===== src/rtl/pipe_pkg.sv =====
// pipe_pkg
//   Shared constants for the 5-stage ARMv3 pipeline registers.
//   This package has no ports. It holds:
//     - bit positions inside the decoded control bundle (CtrlD/CtrlE)
//     - NOP/zero constants used when a stage is killed or reset
package pipe_pkg;

    // Control bundle bit map (CTRL_W must be at least PCS+1)
    localparam int REGWRITE  = 0;
    localparam int MEMTOREG  = 1;
    localparam int MEMWRITE  = 2;
    localparam int BRANCH    = 3;
    localparam int ALUCTL_LO = 4;
    localparam int ALUCTL_HI = 7;
    localparam int FLAGW_LO  = 8;
    localparam int FLAGW_HI  = 9;
    localparam int COND_LO   = 10;
    localparam int COND_HI   = 13;
    localparam int ALUSRC    = 14;
    localparam int PCS       = 15;

    // A killed F/D slot reads back as an all-zero instruction
    localparam logic [31:0] NOP_INSTR = 32'h0000_0000;
    localparam logic [31:0] ZERO_WORD = 32'h0000_0000;

endpackage


===== src/rtl/pipe_stage_reg.sv =====
// pipe_stage_reg
//   Generic pipeline stage register: asynchronous active-high reset,
//   load enable, and synchronous clear. Clear has priority over enable,
//   so a flush still kills the stage while it is stalled.
// Ports
//   CLK    in  1   clock, rising edge
//   Reset  in  1   asynchronous, active-high; clears q
//   en     in  1   load d on the next edge
//   clr    in  1   synchronous clear (wins over en)
//   d      in  W   next-stage contents
//   q      out W   registered contents
module pipe_stage_reg #(
    parameter int W = 32
) (
    input  logic         CLK,
    input  logic         Reset,
    input  logic         en,
    input  logic         clr,
    input  logic [W-1:0] d,
    output logic [W-1:0] q
);

    always_ff @(posedge CLK or posedge Reset) begin
        if (Reset) begin
            q <= '0;
        end else if (clr) begin
            q <= '0;
        end else if (en) begin
            q <= d;
        end
    end

endmodule


===== src/rtl/pipeline_regs.sv =====
// pipeline_regs
//   The four inter-stage registers (F/D, D/E, E/M, M/W) of the 5-stage
//   ARMv3 pipeline, per-stage valid bits, and a saturating counter of
//   cycles in which E holds a bubble.
// Ports
//   CLK, Reset                         clock / async active-high reset
//   StallD, FlushD, FlushE             hazard-unit controls
//   InstrF, PCPlus4F                   fetch outputs
//   InstrD, PCPlus8D, ValidD           decode-stage registers
//   RD1D, RD2D, ExtImmD, RA1D, RA2D, WA3D, CtrlD   decode results
//   RD1E, RD2E, ExtImmE, RA1E, RA2E, WA3E, CtrlE, ValidE   execute registers
//   ALUResultE, WriteDataE, RegWriteGE, MemWriteGE  execute results
//   ALUResultM, WriteDataM, RA2M, WA3M, RegWriteM, MemtoRegM, MemWriteM
//   ReadDataM                          data-memory read data
//   ReadDataW, ALUOutW, WA3W, RegWriteW, MemtoRegW  writeback registers
//   BubbleCount                        cycles with ValidE==0, saturating
module pipeline_regs
    import pipe_pkg::*;
#(
    parameter int CTRL_W = 16,
    parameter int CNT_W  = 16
) (
    input  logic              CLK,
    input  logic              Reset,
    input  logic              StallD,
    input  logic              FlushD,
    input  logic              FlushE,
    input  logic [31:0]       InstrF,
    input  logic [31:0]       PCPlus4F,
    output logic [31:0]       InstrD,
    output logic [31:0]       PCPlus8D,
    output logic              ValidD,
    input  logic [31:0]       RD1D,
    input  logic [31:0]       RD2D,
    input  logic [31:0]       ExtImmD,
    input  logic [3:0]        RA1D,
    input  logic [3:0]        RA2D,
    input  logic [3:0]        WA3D,
    input  logic [CTRL_W-1:0] CtrlD,
    output logic [31:0]       RD1E,
    output logic [31:0]       RD2E,
    output logic [31:0]       ExtImmE,
    output logic [3:0]        RA1E,
    output logic [3:0]        RA2E,
    output logic [3:0]        WA3E,
    output logic [CTRL_W-1:0] CtrlE,
    output logic              ValidE,
    input  logic [31:0]       ALUResultE,
    input  logic [31:0]       WriteDataE,
    input  logic              RegWriteGE,
    input  logic              MemWriteGE,
    output logic [31:0]       ALUResultM,
    output logic [31:0]       WriteDataM,
    output logic [3:0]        RA2M,
    output logic [3:0]        WA3M,
    output logic              RegWriteM,
    output logic              MemtoRegM,
    output logic              MemWriteM,
    input  logic [31:0]       ReadDataM,
    output logic [31:0]       ReadDataW,
    output logic [31:0]       ALUOutW,
    output logic [3:0]        WA3W,
    output logic              RegWriteW,
    output logic              MemtoRegW,
    output logic [CNT_W-1:0]  BubbleCount
);

    localparam int FD_W = 32 + 32 + 1;
    localparam int DE_W = 3 * 32 + 3 * 4 + CTRL_W + 1;
    localparam int EM_W = 2 * 32 + 2 * 4 + 3;
    localparam int MW_W = 2 * 32 + 4 + 2;

    logic [FD_W-1:0]   fd_d, fd_q;
    logic [DE_W-1:0]   de_d, de_q;
    logic [EM_W-1:0]   em_d, em_q;
    logic [MW_W-1:0]   mw_d, mw_q;
    logic [CTRL_W-1:0] ctrl_gated;
    logic              valid_e_next;

    // F/D: FlushD beats StallD so a wrong-path fetch dies even while held
    assign fd_d = {InstrF, PCPlus4F, 1'b1};

    pipe_stage_reg #(.W(FD_W)) u_fd (
        .CLK   (CLK),
        .Reset (Reset),
        .en    (~StallD),
        .clr   (FlushD),
        .d     (fd_d),
        .q     (fd_q)
    );

    assign {InstrD, PCPlus8D, ValidD} = fd_q;

    // An invalid decode slot must never carry write enables into E
    assign ctrl_gated = ValidD ? CtrlD : '0;
    assign de_d = {RD1D, RD2D, ExtImmD, RA1D, RA2D, WA3D, ctrl_gated, ValidD};

    pipe_stage_reg #(.W(DE_W)) u_de (
        .CLK   (CLK),
        .Reset (Reset),
        .en    (1'b1),
        .clr   (FlushE),
        .d     (de_d),
        .q     (de_q)
    );

    assign {RD1E, RD2E, ExtImmE, RA1E, RA2E, WA3E, CtrlE, ValidE} = de_q;

    assign em_d = {ALUResultE, WriteDataE, RA2E, WA3E,
                   RegWriteGE & ValidE,
                   CtrlE[MEMTOREG] & ValidE,
                   MemWriteGE & ValidE};

    pipe_stage_reg #(.W(EM_W)) u_em (
        .CLK   (CLK),
        .Reset (Reset),
        .en    (1'b1),
        .clr   (1'b0),
        .d     (em_d),
        .q     (em_q)
    );

    assign {ALUResultM, WriteDataM, RA2M, WA3M, RegWriteM, MemtoRegM, MemWriteM} = em_q;

    assign mw_d = {ReadDataM, ALUResultM, WA3M, RegWriteM, MemtoRegM};

    pipe_stage_reg #(.W(MW_W)) u_mw (
        .CLK   (CLK),
        .Reset (Reset),
        .en    (1'b1),
        .clr   (1'b0),
        .d     (mw_d),
        .q     (mw_q)
    );

    assign {ReadDataW, ALUOutW, WA3W, RegWriteW, MemtoRegW} = mw_q;

    // Count against the value ValidE takes at this edge, not the old one
    assign valid_e_next = ~FlushE & ValidD;

    always_ff @(posedge CLK or posedge Reset) begin
        if (Reset) begin
            BubbleCount <= '0;
        end else if (!valid_e_next && (BubbleCount != {CNT_W{1'b1}})) begin
            BubbleCount <= BubbleCount + 1'b1;
        end
    end

    a_ctrl_known : assert property (@(posedge CLK) disable iff (Reset)
        !$isunknown({StallD, FlushD, FlushE}));

endmodule


===== config.mk =====
export PLATFORM = sky130hd
export DESIGN_NAME = pipeline_regs
export DESIGN_NICKNAME = d
export VERILOG_FILES = /design/src/rtl/pipe_pkg.sv /design/src/rtl/pipe_stage_reg.sv /design/src/rtl/pipeline_regs.sv
export SDC_FILE = /design/constraint.sdc
export NUM_CORES = 1
export LEC_CHECK = 0
export ABC_AREA = 1
export BUFFER_PORTS_ARGS = -buffer_cell sky130_fd_sc_hd__buf_4
export CAP_MARGIN = 20
export CORE_AREA = 2 2 247 249
export DETAILED_ROUTE_END_ITERATION = 10
export DIE_AREA = 0 0 249 251
export PLACE_DENSITY = 0.5
export SLEW_MARGIN = 40
export SYNTH_ARGS = -nofsm -noshare
export SYNTH_HDL_FRONTEND = slang
export SYNTH_SLANG_ARGS = --single-unit

===== constraint.sdc =====
create_clock -name CLK -period 34.2 [get_ports CLK]
set_input_delay 5.13 -clock CLK [delete_from_list [all_inputs] [get_ports CLK]]
set_output_delay 5.13 -clock CLK [all_outputs]
set_load 0.01 [all_outputs]

* Word level (Yosys, flattened, before mapping)
Cells that the tools add are included.
Widths: inputs -> output; s select.
** Operators by class
- Add/subtract/negate cells :: 1
- Reduce and logical (&&, ||, !) cells :: 2
- Bitwise gates (word level) :: 5
- Muxes and demuxes :: 4
- Equality and inequality tests :: 2
** Operators by type and width (number)
- $mux 65 :: 2
- $mux 125 :: 1
- $add 16x1->16 const B :: 1
- $mux 16 :: 1
- $ne 16x16->1 const B :: 1
- $and 1x1->1 :: 4
- $ne 2x1->1 const B :: 1
- $logic_and 1x1->1 :: 1
- $logic_not 1->1 :: 1
- $not 1->1 :: 1
** Storage, ports and cells
- Output and inout bits :: 351
- Bits of input ports :: 291
- Register bits :: 351

* Logic depth before layout (Yosys ltp)
- Depth in word-level cells :: 4
- Depth in mapped cells :: 9
- Mapped depth without buffers :: 8

* By module
A second synthesis with hierarchy kept.
** Unflattened totals
- Cell total of the unflattened synthesis :: 1655
- Area total of the unflattened synthesis :: 14600.3 µm²
** Modules (own cells, without submodules)
- pipe_stage_reg (u_de) :: area each 4933.5 µm², instances 1, cells each 543
- pipe_stage_reg (u_em) :: area each 2946.6 µm², instances 1, cells each 327
- pipe_stage_reg (u_mw) :: area each 2887.8 µm², instances 1, cells each 305
- pipe_stage_reg (u_fd) :: area each 2576.2 µm², instances 1, cells each 284
- pipeline_regs :: area each 1256.2 µm², instances 1, cells each 196

* Worst setup path before layout
OpenSTA, ideal clock, no wires.
- Path kind :: input to register
- Start :: input port FlushE
- End :: register BubbleCount[5]
- Setup time :: 65 ps
- Stages on the path :: 8
- Slack :: 28276 ps
- Data arrival time :: 5859 ps
- Cell sequence :: buf_2 > inv_1 > nand2_1 > inv_1 > nor2_4 > buf_6 > nand2_1 > nand2_1
** Between the ends
- Longest elaborated chain between the ends :: 4
** RTL lines
- start, declared :: RTL line pipeline_regs.sv:27 : input logic FlushE,
- $not 1->1 :: RTL line pipeline_regs.sv:139 : assign valid_e_next = ~FlushE & ValidD;
- $and 1x1->1 :: RTL line pipeline_regs.sv:139
- $logic_not 1->1 :: RTL line pipeline_regs.sv:144 : end else if (!valid_e_next && (BubbleCount != {CNT_W{1'b1}})) begin
- $logic_and 1x1->1 :: RTL line pipeline_regs.sv:144
- end signal, assigned :: RTL line pipeline_regs.sv:145 : BubbleCount <= BubbleCount + 1'b1;
- end, declared :: RTL line pipeline_regs.sv:65 : output logic [CNT_W-1:0] BubbleCount
No other way between the ends.
A chain may end at the register's enable or synchronous reset.

==> qor.txt <==
residual overflow from global routing - 0
post-cts hold buffer count - 0
synthesized area per cell - 11.6 µm²
Boundary Pins - 642
CTS tree - done
cell row count - 90
max frequency - 0.153 GHz
final number of hold-violating endpoints - 0
die area - 0.0625 mm²
outcome - finished clean
post-cts repair resize count - 0
maximum fanout along the worst path - 104
critical path data arrival time - 7.20 ns
chip width - 249 µm
largest net degree at the start of global routing - 105
maximum resistive drop on vdd - 0.0000312 V
number of buffers inserted by post-CTS setup repair - 0
worst-case clock skew - 0.0184 ns
total count of max-transition violations in the final report - 0
number of nets at the end of the flow - 1915
most heavily used metal layer in global routing - met2
flop and latch count out of synthesis - 351
post-route DRC violation count - 0
number of H-tree branching levels - 2
Via density - 3.76
global-route wire length before repair - 59.2 mm
total leakage power - 9.95 nW
area of the placeable core - 0.0598 mm²
Finish-stage setup viols - 0
headroom to the max-slew limit - 49.2%
total iterations of the first detailed-routing run - 4
area grow syn2layout - 61.3%
Cell variety after synth - 22
Max Cap Viol - 0
global routing usage summed across all routing layers - 12.3%
Seq. cell area - 0.00878 mm²
global-route met2 utilization - 20.9%
top cell type by total area after synthesis - dfrtp_1
clock latency on the worst-skew pair - 0.54 ns
number of global-route vias before repair - 9366
Pwr Density - 55.2 mW/mm²
instance count of the mapped netlist - 986
CP Cell Sequence - buf_4, clkinv_8, buf_6, buf_12, buf_16
initial antenna violation count - 2
data required time of the critical path - 34.85 ns
Synth top area share - 76.5%
met1 GRT Util - 14.3%
slew at the pin with the worst max-slew slack - 0.761 ns
number of diodes added for antenna fixing - 0
number of enable flip-flop cells after synthesis - 0
Crit path largest cell delay - 0.60 ns
Synth Flop Type - dfrtp_1
share of the clock period used by the worst path after layout - 19.2%
summed negative setup slack over all endpoints - 0 ns
Post-synth ARST share - 100%
Worst Setup Start Kind - primary input
synthesized cell area - 0.0115 mm²
area of combinational cells with multiple inputs - 0.00198 mm²
clock net sink count - 351
share of cells above drive strength 1 - 43.7%
Tmin final - 6.55 ns
clock-pin slew of the registers on the worst-case setup and hold paths - 0.06 ns
average detailed-routed wire length per instance - 16.4 µm
fill cell instance count of the final layout - 6191
met3 usage - 4.80%
total number of vias - 9149
detailed-route wire length - 40.0 mm
share of the yosys chip area belonging to registers - 76.5%
path category of the worst min-delay check - flip-flop to flip-flop
Critical Setup Path Class - primary input to asynchronous set/reset pin
number of buffers created by CTS - 41
maximum buffer depth of the clock tree - 3
last weighted congestion value of the routability-driven placer - 0.828
antenna violation net count after detailed routing - 0
Port-buffer cells - 641
largest cells by area after synthesis - dfrtp_1 (77%), nand3_1 (5.8%), nand2_1 (5.1%)
Yosys Warn Count - 0
sum of net half-perimeters after detailed placement - 29.9 mm
core utilization of the finished layout - 31.0%
number of design-rule violations left by the first detailed-router iteration - 486
kind of end point of the critical path - asynchronous set/reset pin
CTS root buffer - clkbuf_16
unrepaired setup endpoints after global routing - false
worst-path cell with the longest stage delay - buf_6
Mapped Nets - 1278
height of the die - 251 µm
Starting Density - 19.2%
==> path summary, 6_finish.rpt <==
kind,end,slack [ns],startpoint,cells after the start
worst max-delay path,u_de.q[35]$_DFF_PP0_,27.65,Reset,5
worst min register to register,u_mw.q[8]$_DFF_PP0_,0.37,u_em.q[45]$_DFF_PP0_,0
worst min-delay path,u_mw.q[8]$_DFF_PP0_,0.37,u_em.q[45]$_DFF_PP0_,0
worst max register to register,BubbleCount[2]$_DFFE_PP0P_,32.33,BubbleCount[0]$_DFFE_PP0P_,6
min in group asynchronous,u_em.q[28]$_DFF_PP0_,4.59,Reset,2
max in group CLK,ValidD,27.70,u_fd.q[0]$_DFFE_PP0P_,1
==> metal layers <==
metal	wire (µm)	up-vias
li1	-	4260
met1	15300	4473
met2	20100	363
met3	3550	53
met4	1060	0
met5	0	-
==> report_power, final <==
group,switching (mW),internal [mW],total [mW]
Sequential,0.0156,0.440,0.456
Clock,0.173,0.272,0.445
Combinational,0.0598,0.0615,0.121
==> placed cells by master, fill, tap and decap left out, types with 2 or more instances in the layout <==
cell type,n
nand2_2,2
xor2_1,2
inv_1,123
buf_6,3
nor2_2,2
nand2_1,156
clkinv_2,8
bufinv_16,3
buf_4,642
nand4_1,4
nor2_4,3
xnor2_1,5
nand3_1,133
nor2_1,139
clkbuf_16,42
clkbuf_1,9
dfrtp_1,350
clkbuf_8,11
clkinv_8,2
o21ai_0,6
==> critical path: cells and delay by family <==
kind	cells	cell delay, ns
buf+inv	5	1.84
==> synth_stat cells (2+ instances only) <==
library cell	n
clkbuf_1	23
nand2_1	157
nor2_4	3
o21ai_0	6
xnor2_1	5
dfrtp_1	351
buf_2	6
nor2_1	139
xor2_1	2
buf_1	14
inv_1	125
nor2_2	2
nand4_1	4
buf_4	9
nand3_1	133
==> registers in the layout, indices dropped and copies added, names as in the netlist <==
register / flops
BubbleCount: 16
u_de.q: 125
u_em.q: 75
u_fd.q: 65
u_mw.q: 70
==> metrics by stage <==
stage          total power [mW]  cell area, µm²  cells  hold WS [ns]  setup slack (ns)
4_1_cts                    1.04           18500   2436         0.376             27.33
2_1_floorplan             0.505           11500    986         0.355             19.33
5_1_grt                    1.07           18500   2436         0.384             27.32
6_report                   1.02           18500   2436         0.374             27.65
3_3_place_gp              0.584           17100   2361         0.359             26.50
3_5_place_dp              0.586           17100   2362         0.360             26.72
==> cell type report <==
class	count	share of cell area [%]
inverter	126	2.63
clock buffer	62	6.68
tap	782	5.28
clock inverter	12	0.804
sequential	351	47.4
timing repair buffer	647	26.5
multi-input combinational	456	10.7
==> cell families after synthesis <==
group | synth area share [%]
buf+inv | 6.28
xor+xnor | 0.534
fa+ha+maj | 0.109
compound gates | 0.305
simple gates | 16.3
flops | 76.5
Power figures use the tool's default switching activity.
